===== src/rtl/breakout_pkg.sv =====
// Shared breakout types and screen geometry used by paddle_ctrl, mem_addr_gen and ball_control.
package breakout_pkg;

  typedef enum logic [1:0] {
    IDLE   = 2'd0,
    MOVE_L = 2'd1,
    MOVE_R = 2'd2
  } paddle_dir_e;

  localparam int SCREEN_W = 640;
  localparam int SCREEN_H = 480;
  localparam int PADDLE_W = 80;
  localparam int PADDLE_Y = 467;

  // Both keys held, or neither, means stop.
  function automatic paddle_dir_e req_dir(input logic l, input logic r);
    paddle_dir_e d;
    d = IDLE;
    if (l && !r)
      d = MOVE_L;
    else if (r && !l)
      d = MOVE_R;
    return d;
  endfunction

endpackage


===== src/rtl/paddle_ctrl_if.sv =====
// Paddle controller bus: tick strobe and held-key levels in, packed positions and status out.
interface paddle_ctrl_if #(
  parameter int NUM_PADDLES = 2,
  parameter int X_W         = 10
);

  logic                         tick;
  logic [NUM_PADDLES-1:0]       left_req;
  logic [NUM_PADDLES-1:0]       right_req;
  logic [NUM_PADDLES*X_W-1:0]   paddle_x;
  logic [NUM_PADDLES-1:0]       moving;
  logic [NUM_PADDLES-1:0]       at_edge;

  modport master (
    output tick, left_req, right_req,
    input  paddle_x, moving, at_edge
  );

  modport slave (
    input  tick, left_req, right_req,
    output paddle_x, moving, at_edge
  );

endinterface


===== src/rtl/paddle_ctrl_axis.sv =====
// One paddle channel: direction FSM, accelerating step, X position (PADDLE_WRAP_EN wraps instead of clamping).
// Updates only on tick edges, new position visible the next cycle; no backpressure.
module paddle_axis
  import breakout_pkg::*;
#(
  parameter int X_W         = 10,
  parameter int X_MIN       = 0,
  parameter int X_MAX       = 560,
  parameter int X_INIT      = 280,
  parameter int STEP_MIN    = 2,
  parameter int STEP_MAX    = 8,
  parameter int ACCEL_TICKS = 4
) (
  input  logic           clk,
  input  logic           rst,
  input  logic           tick,
  input  logic           left_req,
  input  logic           right_req,
  output logic [X_W-1:0] x,
  output logic           moving,
  output logic           at_edge
);

  localparam int CNT_W = (ACCEL_TICKS > 1) ? $clog2(ACCEL_TICKS) : 1;

  localparam logic [X_W:0]     XMIN_E   = (X_W+1)'(X_MIN);
  localparam logic [X_W:0]     XMAX_E   = (X_W+1)'(X_MAX);
  localparam logic [X_W:0]     SMIN_E   = (X_W+1)'(STEP_MIN);
  localparam logic [X_W:0]     SMAX_E   = (X_W+1)'(STEP_MAX);
  localparam logic [X_W:0]     ONE_E    = (X_W+1)'(1);
  localparam logic [CNT_W-1:0] ACC_LAST = CNT_W'(ACCEL_TICKS - 1);
  localparam logic [X_W-1:0]   XINIT_V  = X_W'(X_INIT);
  localparam logic             EDGE_INIT = (X_INIT == X_MIN) || (X_INIT == X_MAX);

  paddle_dir_e      state_q, state_n, req;
  logic [X_W:0]     step_q, step_n, step_use;
  logic [CNT_W-1:0] cnt_q, cnt_n;
  logic [X_W:0]     x_ext, sum, nx_ext;
  logic [X_W-1:0]   x_n;
  logic             moving_n;

  always_ff @(posedge clk) begin
    if (!rst) begin
      state_q <= IDLE;
      step_q  <= SMIN_E;
      cnt_q   <= '0;
      x       <= XINIT_V;
      moving  <= 1'b0;
      at_edge <= EDGE_INIT;
    end else if (tick) begin
      state_q <= state_n;
      step_q  <= step_n;
      cnt_q   <= cnt_n;
      x       <= x_n;
      moving  <= moving_n;
      at_edge <= (x_n == XMIN_E[X_W-1:0]) || (x_n == XMAX_E[X_W-1:0]);
    end
  end

  // The step bump is applied on the tick that finds the counter full, so every
  // speed level (including the first) lasts exactly ACCEL_TICKS moves.
  always_comb begin
    req      = req_dir(left_req, right_req);
    state_n  = state_q;
    step_n   = step_q;
    cnt_n    = cnt_q;
    step_use = step_q;
    if (req == IDLE) begin
      state_n = IDLE;
      step_n  = SMIN_E;
      cnt_n   = '0;
    end else if (req != state_q) begin
      state_n  = req;
      step_n   = SMIN_E;
      cnt_n    = '0;
      step_use = SMIN_E;
    end else if (cnt_q == ACC_LAST) begin
      cnt_n    = '0;
      step_use = (step_q >= SMAX_E) ? SMAX_E : step_q + ONE_E;
      step_n   = step_use;
    end else begin
      cnt_n = cnt_q + CNT_W'(1);
    end
  end

  always_comb begin
    x_ext  = {1'b0, x};
    sum    = x_ext + step_use;
    nx_ext = x_ext;
    case (req)
      MOVE_R: begin
        if (sum > XMAX_E)
`ifdef PADDLE_WRAP_EN
          nx_ext = XMIN_E + (sum - XMAX_E - ONE_E);
`else
          nx_ext = XMAX_E;
`endif
        else
          nx_ext = sum;
      end
      MOVE_L: begin
        if (x_ext < XMIN_E + step_use)
`ifdef PADDLE_WRAP_EN
          nx_ext = XMAX_E - (XMIN_E + step_use - x_ext - ONE_E);
`else
          nx_ext = XMIN_E;
`endif
        else
          nx_ext = x_ext - step_use;
      end
      default: nx_ext = x_ext;
    endcase
    x_n = nx_ext[X_W-1:0];
`ifdef PADDLE_WRAP_EN
    moving_n = (req != IDLE) && (step_use != '0);
`else
    moving_n = (x_n != x);
`endif
  end

endmodule


===== src/rtl/paddle_ctrl.sv =====
// Multi-channel paddle position controller: NUM_PADDLES independent paddle_axis channels, packed outputs.
// Updates on tick, visible the next cycle; no backpressure. PADDLE_WRAP_EN selects wrap-around at the limits.
module paddle_ctrl #(
  parameter int NUM_PADDLES = 2,
  parameter int X_W         = 10,
  parameter int X_MIN       = 0,
  parameter int X_MAX       = 560,
  parameter int X_INIT      = 280,
  parameter int STEP_MIN    = 2,
  parameter int STEP_MAX    = 8,
  parameter int ACCEL_TICKS = 4
) (
  input  logic          clk,
  input  logic          rst,
  paddle_ctrl_if.slave  bus
);

  logic [NUM_PADDLES*X_W-1:0] x_v;
  logic [NUM_PADDLES-1:0]     moving_v;
  logic [NUM_PADDLES-1:0]     edge_v;

  for (genvar g = 0; g < NUM_PADDLES; g++) begin : g_ch
    paddle_axis #(
      .X_W         (X_W),
      .X_MIN       (X_MIN),
      .X_MAX       (X_MAX),
      .X_INIT      (X_INIT),
      .STEP_MIN    (STEP_MIN),
      .STEP_MAX    (STEP_MAX),
      .ACCEL_TICKS (ACCEL_TICKS)
    ) u_axis (
      .clk       (clk),
      .rst       (rst),
      .tick      (bus.tick),
      .left_req  (bus.left_req[g]),
      .right_req (bus.right_req[g]),
      .x         (x_v[g*X_W +: X_W]),
      .moving    (moving_v[g]),
      .at_edge   (edge_v[g])
    );
  end

  assign bus.paddle_x = x_v;
  assign bus.moving   = moving_v;
  assign bus.at_edge  = edge_v;

endmodule


===== src/flat_wrapper.sv =====
// flat-port wrapper written by rule: the top's interface ports become plain ports
module paddle_ctrl_flat 
#(
  parameter int NUM_PADDLES = 2,
  parameter int X_W         = 10,
  parameter int X_MIN       = 0,
  parameter int X_MAX       = 560,
  parameter int X_INIT      = 280,
  parameter int STEP_MIN    = 2,
  parameter int STEP_MAX    = 8,
  parameter int ACCEL_TICKS = 4
)
  (clk, rst, bus_tick, bus_left_req, bus_right_req, bus_paddle_x, bus_moving, bus_at_edge);
  paddle_ctrl_if #(.NUM_PADDLES(NUM_PADDLES), .X_W(X_W)) bus_i ();
  input  logic clk;
  input  logic rst;
  input wire logic [$bits(bus_i.tick)-1:0] bus_tick;
  input wire logic [$bits(bus_i.left_req)-1:0] bus_left_req;
  input wire logic [$bits(bus_i.right_req)-1:0] bus_right_req;
  output wire logic [$bits(bus_i.paddle_x)-1:0] bus_paddle_x;
  output wire logic [$bits(bus_i.moving)-1:0] bus_moving;
  output wire logic [$bits(bus_i.at_edge)-1:0] bus_at_edge;
  assign bus_i.tick = bus_tick;
  assign bus_i.left_req = bus_left_req;
  assign bus_i.right_req = bus_right_req;
  assign bus_paddle_x = bus_i.paddle_x;
  assign bus_moving = bus_i.moving;
  assign bus_at_edge = bus_i.at_edge;
  paddle_ctrl #(.NUM_PADDLES(NUM_PADDLES), .X_W(X_W), .X_MIN(X_MIN), .X_MAX(X_MAX), .X_INIT(X_INIT), .STEP_MIN(STEP_MIN), .STEP_MAX(STEP_MAX), .ACCEL_TICKS(ACCEL_TICKS)) u_core (.clk(clk), .rst(rst), .bus(bus_i));
endmodule

===== config.mk =====
export PLATFORM = sky130hd
export DESIGN_NAME = paddle_ctrl_flat
export DESIGN_NICKNAME = d
export VERILOG_FILES = /design/src/rtl/breakout_pkg.sv /design/src/rtl/paddle_ctrl_if.sv /design/src/rtl/paddle_ctrl_axis.sv /design/src/rtl/paddle_ctrl.sv /design/src/flat_wrapper.sv
export SDC_FILE = /design/constraint.sdc
export NUM_CORES = 1
export LEC_CHECK = 0
export CORE_ASPECT_RATIO = 0.7
export CORE_UTILIZATION = 56
export CTS_BUF_LIST = sky130_fd_sc_hd__clkbuf_8
export DETAILED_ROUTE_END_ITERATION = 10
export MAX_ROUTING_LAYER = met4
export PLACE_DENSITY = 0.75
export SLEW_MARGIN = 20
export SYNTH_ARGS = -nofsm -noshare
export SYNTH_HDL_FRONTEND = slang
export SYNTH_HIERARCHICAL = 1
export SYNTH_SLANG_ARGS = --single-unit
export TNS_END_PERCENT = 1

===== constraint.sdc =====
create_clock -name clk -period 7.1 [get_ports clk]
set_input_delay 1.42 -clock clk [delete_from_list [all_inputs] [get_ports clk]]
set_output_delay 1.42 -clock clk [all_outputs]
set_load 0.02 [all_outputs]

==> results of run 1 <==
[worst paths after layout]
check                                                      from                              to  slack (ps)  cells after the start
worst max-delay path                            bus_left_req[0]    u_core/g_ch[0].u_axis/moving         480                     21
worst min-delay path             u_core/g_ch[0].u_axis/cnt_q[1]  u_core/g_ch[0].u_axis/cnt_q[1]         470                      2
worst max register to register  u_core/g_ch[0].u_axis/step_q[8]    u_core/g_ch[0].u_axis/moving        1750                     17
worst min register to register   u_core/g_ch[0].u_axis/cnt_q[1]  u_core/g_ch[0].u_axis/cnt_q[1]         470                      2
[critical path: stages]
cell and delay, ps:
clkdlybuf4s50_1 480, inv_1 50, ha_1 320, xor2_1 210, nor3_2 170, buf_4 180
nand2_1 170, o31ai_1 390, ha_1 250, inv_1 60, fa_1 420, nand2b_1 200
a211oi_1 370, o2111ai_1 300, nand4b_1 310, a21boi_4 110, a221oi_2 530, o221ai_1 210
a211oi_1 260, o2111ai_1 240, o2bb2ai_1 200
[cell usage in the layout, fill, tap and decap left out, types with 8 or more instances in the layout]
cell	netlist	layout
a211oi_1	14	14
a21oi_1	58	58
a31oi_1	16	16
and2_1	20	20
and3_1	8	8
buf_4	0	13
clkdlybuf4s50_1	0	29
dfxtp_1	54	54
ha_1	52	52
inv_1	72	72
mux2i_1	12	12
nand2_1	78	78
nand2b_1	10	10
nand3_1	16	16
nor2_1	62	62
nor2b_1	10	10
o211ai_1	14	14
o21ai_0	42	42
o22ai_1	8	8
o31ai_1	10	10
xnor2_1	16	16
xor2_1	20	20
[power groups by stage]
stage               sequential, W  clock, W  combinational, W
global route             0.000345  0.000214          0.000366
CTS                      0.000342  0.000201          0.000330
finish                   0.000343  0.000199          0.000341
global placement         0.000348         0          0.000323
floorplan                0.000352         0          0.000216
detailed placement       0.000349         0          0.000328
[sequential cells by signal, indices dropped and copies added, names as in the netlist]
signal	flops
u_core/g_ch.u_axis/at_edge	2
u_core/g_ch.u_axis/cnt_q	4
u_core/g_ch.u_axis/moving	2
u_core/g_ch.u_axis/state_q	4
u_core/g_ch.u_axis/step_q	22
u_core/g_ch.u_axis/x	20
[layer usage]
metal / routed length, um / part of all wire (%)
met1: 8647 / 48
met2: 6783 / 38
met3: 2349 / 13
met4: 138 / 0.77
met5: 0 / 0
[Yosys cell counts, types with 6 or more instances]
library cell,instances
a211oi_1,14
a21oi_1,58
a221oi_2,6
a31oi_1,16
and2_1,20
and3_1,8
and4_1,6
buf_2,6
clkbuf_1,18
dfxtp_1,54
ha_1,52
inv_1,72
mux2i_1,12
nand2_1,78
nand2b_1,10
nand3_1,16
nand4_1,6
nor2_1,62
nor2b_1,10
nor3_1,6
o2111ai_1,6
o211ai_1,14
o21ai_0,42
o22ai_1,8
o31ai_1,10
or3_1,6
xnor2_1,16
xor2_1,20
[area by class of cell]
cell class	count	area, um^2
multi-input cells	586	4049
fillers	815	3264
flip-flops and latches	54	1081
repair buffers	43	392.9
inverters	76	285.3
well taps	124	155.1
clock buffers	5	68.82
clock inverters	3	28.78
[cells by family after synthesis]
logic type                 count (synthesis)
buffers and inverters                    102
adders and majority gates                 56
and+or+nand+nor                          252
xor gates and xnor gates                  36
muxes                                     12
DFF                                       54
AOI/OAI and AO/OA                        230
[stage by stage]
step,hold slack [ps],cell area [um^2]
6_report,474.8,6061
5_1_grt,505.9,6061
4_1_cts,477.4,6061
3_5_place_dp,460.7,5963
3_3_place_gp,453.7,5963
2_1_floorplan,444.8,5520
==> summary.md, run 1 <==
| Metric | Value |
|---|---|
| Sequential power share | `38.9%` |
| HPWL after DPL | `13980 um` |
| Min Clock Period, post-route | `6623 ps` |
| DRC | `0` |
| Cells after DPL | `883` |
| Xor-xnor portion of the synthesized cell area | `5.712%` |
| HP Class | `reg2reg` |
| Leak | `2.470 nW` |
| Main synth FF type | `dfxtp_1` |
| WP data required | `7310 ps` |
| Routability Congestion | `0.9997` |
| Mapped Cells | `742` |
| Ys Warns | `6` |
| # diodes | `0` |
| Worst-Skew Late Latency | `330 ps` |
| GRT met1 Usage | `56.63%` |
| Largest family of logic cells by synthesized area | `compound AO/OA/AOI/OAI gates` |
| Pwr dens | `145.8 nW/um^2` |
| Number of synthesized register bits | `54` |
| Number of global-route vias before repair | `5135` |
| Root Buffer | `clkbuf_8` |
| Routed WL | `17920 um` |
| Logic pwr share | `38.6%` |
| Status | `completed` |
| Clock network power share | `22.6%` |
| Share of cells above drive strength 1 | `6.780%` |
| Area Overhead vs Synth | `9.791%` |
| Hold Buf Count CTS | `0` |
| Slew HR | `33.87%` |
| Compound-cell area share of the yosys netlist | `29.01%` |
| Int Power | `0.0005183 W` |
| I/O Buffers | `30` |
| Final nets | `829` |
| Final Skew | `13.60 ps` |
| Mux cell area share after synthesis | `2.176%` |
| Final Instance Count excl. Fillers | `891` |
| Async set-reset flop share out of synthesis | `0%` |
| Sequential area share after synthesis | `19.58%` |
| Antenna violations before repair | `0` |
| Via count | `5823` |
| Routed Antenna Nets | `0` |
| Number of buffers created by CTS | `5` |
| Placement Setup Slack | `237.9 ps` |
| Final Cycle Share | `93.29%` |
| Max-slew violations | `0` |
| FP Rows | `29` |
| Worst vdd ir | `0.1123 mV` |
| Grt ovf | `0` |
| Core area | `9325 um^2` |
| Final setup TNS | `0 ps` |
| RSZ-0062 raised after global routing | `no` |
| Max frequency | `0.1510 GHz` |
| Avg Synthesized Cell Area | `7.440 um^2` |
| Post-synthesis cell type count | `64` |
| Number of flops mapped to enable cells by yosys | `0` |
| NetSw | `0.0003653 W` |
| Clk slew on worst S/H paths | `110 ps` |
| Max cap viols | `0` |
| CP Capture Type | `flop` |
| Setup violations, final | `0` |
| Critical path class | `in2reg` |
| I/O pin total | `31` |
| Post-Synth Adder-Cell Area | `13.24%` |
| Dominant cells by area after synthesis | `dfxtp_1 (20%), ha_1 (12%), nand2_1 (5.3%)` |
| Post-CTS sizing | `0` |
| Wire length of the first global-routing pass | `28250 um` |
| Die width | `120.7 um` |
| Final Worst Setup Slack | `476.7 ps` |
| CTS tree | `yes` |
| Synth area leader | `dfxtp_1` |
| Core Util, Final | `64.99%` |
| GR Util met2 | `46.71%` |
| Pwr Total | `0.0008835 W` |
| CP startpoint kind | `input pin` |
| Synthesized cell area | `5520 um^2` |
| DIE HEIGHT | `85.07 um` |
| Initial DRT Pass Iterations | `7` |
| Crit-path max FO | `8` |
| Syn Nets | `805` |
| Post-CTS Setup Bufs | `0` |
| Overall routing resource usage | `36.56%` |
| Grt met3 use | `9.677%` |
| Initial DRC count | `661` |
| Share of the synthesized area in the top cell type | `19.58%` |
| Vias per inst | `6.535` |
| CTS sink count | `54` |
| Starting Density | `59.20%` |
| GRT Max-Usage Layer | `met1` |
| Avg WL per Cell | `20.11 um` |
| Largest net degree at the start of global routing | `47` |
| H-Tree Depth | `2` |
| Switching share of power | `41.34%` |
| Crit path DAT | `6840 ps` |
| Final hold violations | `0` |
| Max Root-Sink Buffers | `2` |
| Post-Synth Simple-Gate Area | `23.21%` |
| Actual slew at the worst max-slew pin | `988.8 ps` |
| Die ar. | `10270 um^2` |
Note: power is estimated with default switching activity, not from simulation.
==> run 2, diff against run 1 <==
- CORE_ASPECT_RATIO: 0.7 -> not set
- CORE_UTILIZATION: 56 -> 55
- DONT_BUFFER_PORTS: not set -> 1
- PLACE_DENSITY: 0.75 -> 0.7
==> summary.md, run 2 (synthesis gave the netlist of run 1 again) <==
| Metric | Value |
|---|---|
| Setup violations, final | `0` |
| Largest net degree at the start of global routing | `47` |
| Leak | `2.293 nW` |
| # diodes | `0` |
| Logic pwr share | `34.6%` |
| Final Instance Count excl. Fillers | `858` |
| Slowest-stage cell, CP | `a221oi_2` |
| CP startpoint kind | `input pin` |
| Area Overhead vs Synth | `2.833%` |
| DRC | `0` |
| Slew HR | `50.64%` |
| WP data required | `7310 ps` |
| Min Clock Period, post-route | `6016 ps` |
| Top delay family on crit path | `compound AO/OA/AOI/OAI gates` |
| Via count | `5583` |
| Number of global-route vias before repair | `4933` |
| Crit-path max FO | `8` |
| Pwr Total | `0.0008057 W` |
| DIE HEIGHT | `102.2 um` |
| CP Capture Type | `flop` |
| Number of buffers created by CTS | `5` |
| Grt ovf | `0` |
| Die ar. | `10440 um^2` |
| NetSw | `0.0003223 W` |
| Final Cycle Share | `84.73%` |
| Sequential cell area | `1081 um^2` |
| Starting Density | `56.74%` |
| Routability Congestion | `1.020` |
| Max-slew violations | `0` |
| Actual slew at the worst max-slew pin | `738.5 ps` |
| Status | `completed` |
| Post-CTS Setup Bufs | `0` |
| FP Rows | `36` |
| Root Buffer | `clkbuf_8` |
| Antenna violations before repair | `0` |
| Worst-Skew Late Latency | `310 ps` |
| Switching share of power | `40.01%` |
| Max Root-Sink Buffers | `2` |
| Wire length of the first global-routing pass | `25820 um` |
| Area after DPL | `5597 um^2` |
| Worst vdd ir | `0.1102 mV` |
| Share of cells above drive strength 1 | `5.241%` |
| Max reg flops | `22` |
| Clock network power share | `21.0%` |
| Post-CTS sizing | `0` |
| Final setup TNS | `0 ps` |
| Crit path cell chain | `inv_1, ha_1, xor2_1, nor3_2, nand2_1, o31ai_1, ha_1, inv_1, fa_1, nand2b_1, a211oi_1, o2111ai_1, nand4b_1, a21boi_4, a221oi_2, o221ai_1, a211oi_1, o2111ai_1, o2bb2ai_1` |
| Final nets | `788` |
| I/O Buffers | `0` |
| Overall routing resource usage | `32.78%` |
| Max frequency | `0.1662 GHz` |
| Avg WL per Cell | `18.90 um` |
| Most common cell after layout, fill and taps aside | `nand2_1` |
| Final hold violations | `0` |
| Cells after DPL | `851` |
| RSZ-0062 raised after global routing | `no` |
| I/O pin total | `31` |
| WL met3 | `1523 um` |
| CTS tree | `yes` |
| Initial DRC count | `527` |
| Most frequent cells in the layout | `nand2_1 (78), inv_1 (73), nor2_1 (62)` |
| Clk slew on worst S/H paths | `100 ps` |
| Core Util, Final | `58.35%` |
| Max cap viols | `0` |
| Worst Path Buf+Inv | `2` |
| H-Tree Depth | `2` |
| Largest registers | `u_core/g_ch.u_axis/step_q (22), u_core/g_ch.u_axis/x (20)` |
| Met2 wire len | `6903 um` |
| Top Metal Used | `met4` |
| Initial DRT Pass Iterations | `7` |
| Sequential power share | `44.4%` |
| Int Power | `0.0004833 W` |
| CP peak stage delay | `510 ps` |
| WL met1 | `7584 um` |
| Post-Layout Inst Area | `5677 um^2` |
| Crit path DAT | `6220 ps` |
| Vias per inst | `6.507` |
| Die width | `102.2 um` |
| Hold Buf Count CTS | `0` |
| Core area | `9729 um^2` |
| Critical path class | `in2reg` |
| Final Skew | `5.225 ps` |
| CTS sink count | `54` |
| Number of fill cells in the layout | `935` |
| Pwr dens | `141.9 nW/um^2` |
| Routed Antenna Nets | `0` |
| Most flops, register | `u_core/g_ch.u_axis/step_q` |
| HPWL after DPL | `12460 um` |
| HP Class | `reg2reg` |
| Multi-input gate area | `4049 um^2` |
| Routed WL | `16210 um` |
[run 2: cell type report]
type                            instances  share of cell area (%)
Inverter                               76                   5.025
Sequential cell                        54                   19.04
Clock inverter                          2                  0.1984
Multi-Input combinational cell        586                   71.32
Tap cell                              133                   2.931
Timing Repair Buffer                    2                  0.2645
Clock buffer                            5                   1.212
[run 2: final timing paths]
| kind | cells after the start | slack (ps) | end | startpoint |
|---|---|---|---|---|
| setup / recovery | 19 | 1080 | u_core/g_ch[0].u_axis/moving | bus_left_req[0] |
| hold / removal | 2 | 480 | u_core/g_ch[1].u_axis/cnt_q[1] | u_core/g_ch[1].u_axis/cnt_q[1] |
| setup reg to reg | 17 | 2090 | u_core/g_ch[0].u_axis/moving | u_core/g_ch[0].u_axis/step_q[3] |
| hold reg to reg | 2 | 480 | u_core/g_ch[1].u_axis/cnt_q[1] | u_core/g_ch[1].u_axis/cnt_q[1] |
[run 2: routing by layer]
layer  GRT usage, %  up-vias
li1               -     2636
met4          8.132        0
met3          6.224       21
met5              -        -
met1          47.75     2645
met2          46.00      281
[run 2: stage by stage]
stage	hold WS, ps	setup WS, ps
after CTS	479.8	1204
after global routing	518.5	690.5
final	478.6	1084
after global placement	452.5	991.1
after detailed placement	465.4	881.7
after floorplan	444.8	1547
[run 2: power groups by stage]
stage          registers [W]  logic, W  clock network (W)
6_report            0.000357  0.000279           0.000169
5_1_grt             0.000360  0.000304           0.000183
4_1_cts             0.000357  0.000270           0.000173
3_5_place_dp        0.000364  0.000267                  0
3_3_place_gp        0.000364  0.000266                  0
2_1_floorplan       0.000352  0.000216                  0
[run 2: tightest hold or removal path, delay by kind of cell, from the launching register on]
family / cells / cell delay, ps
simple gates: 1 / 60
flops: 1 / 330
compound gates: 1 / 50
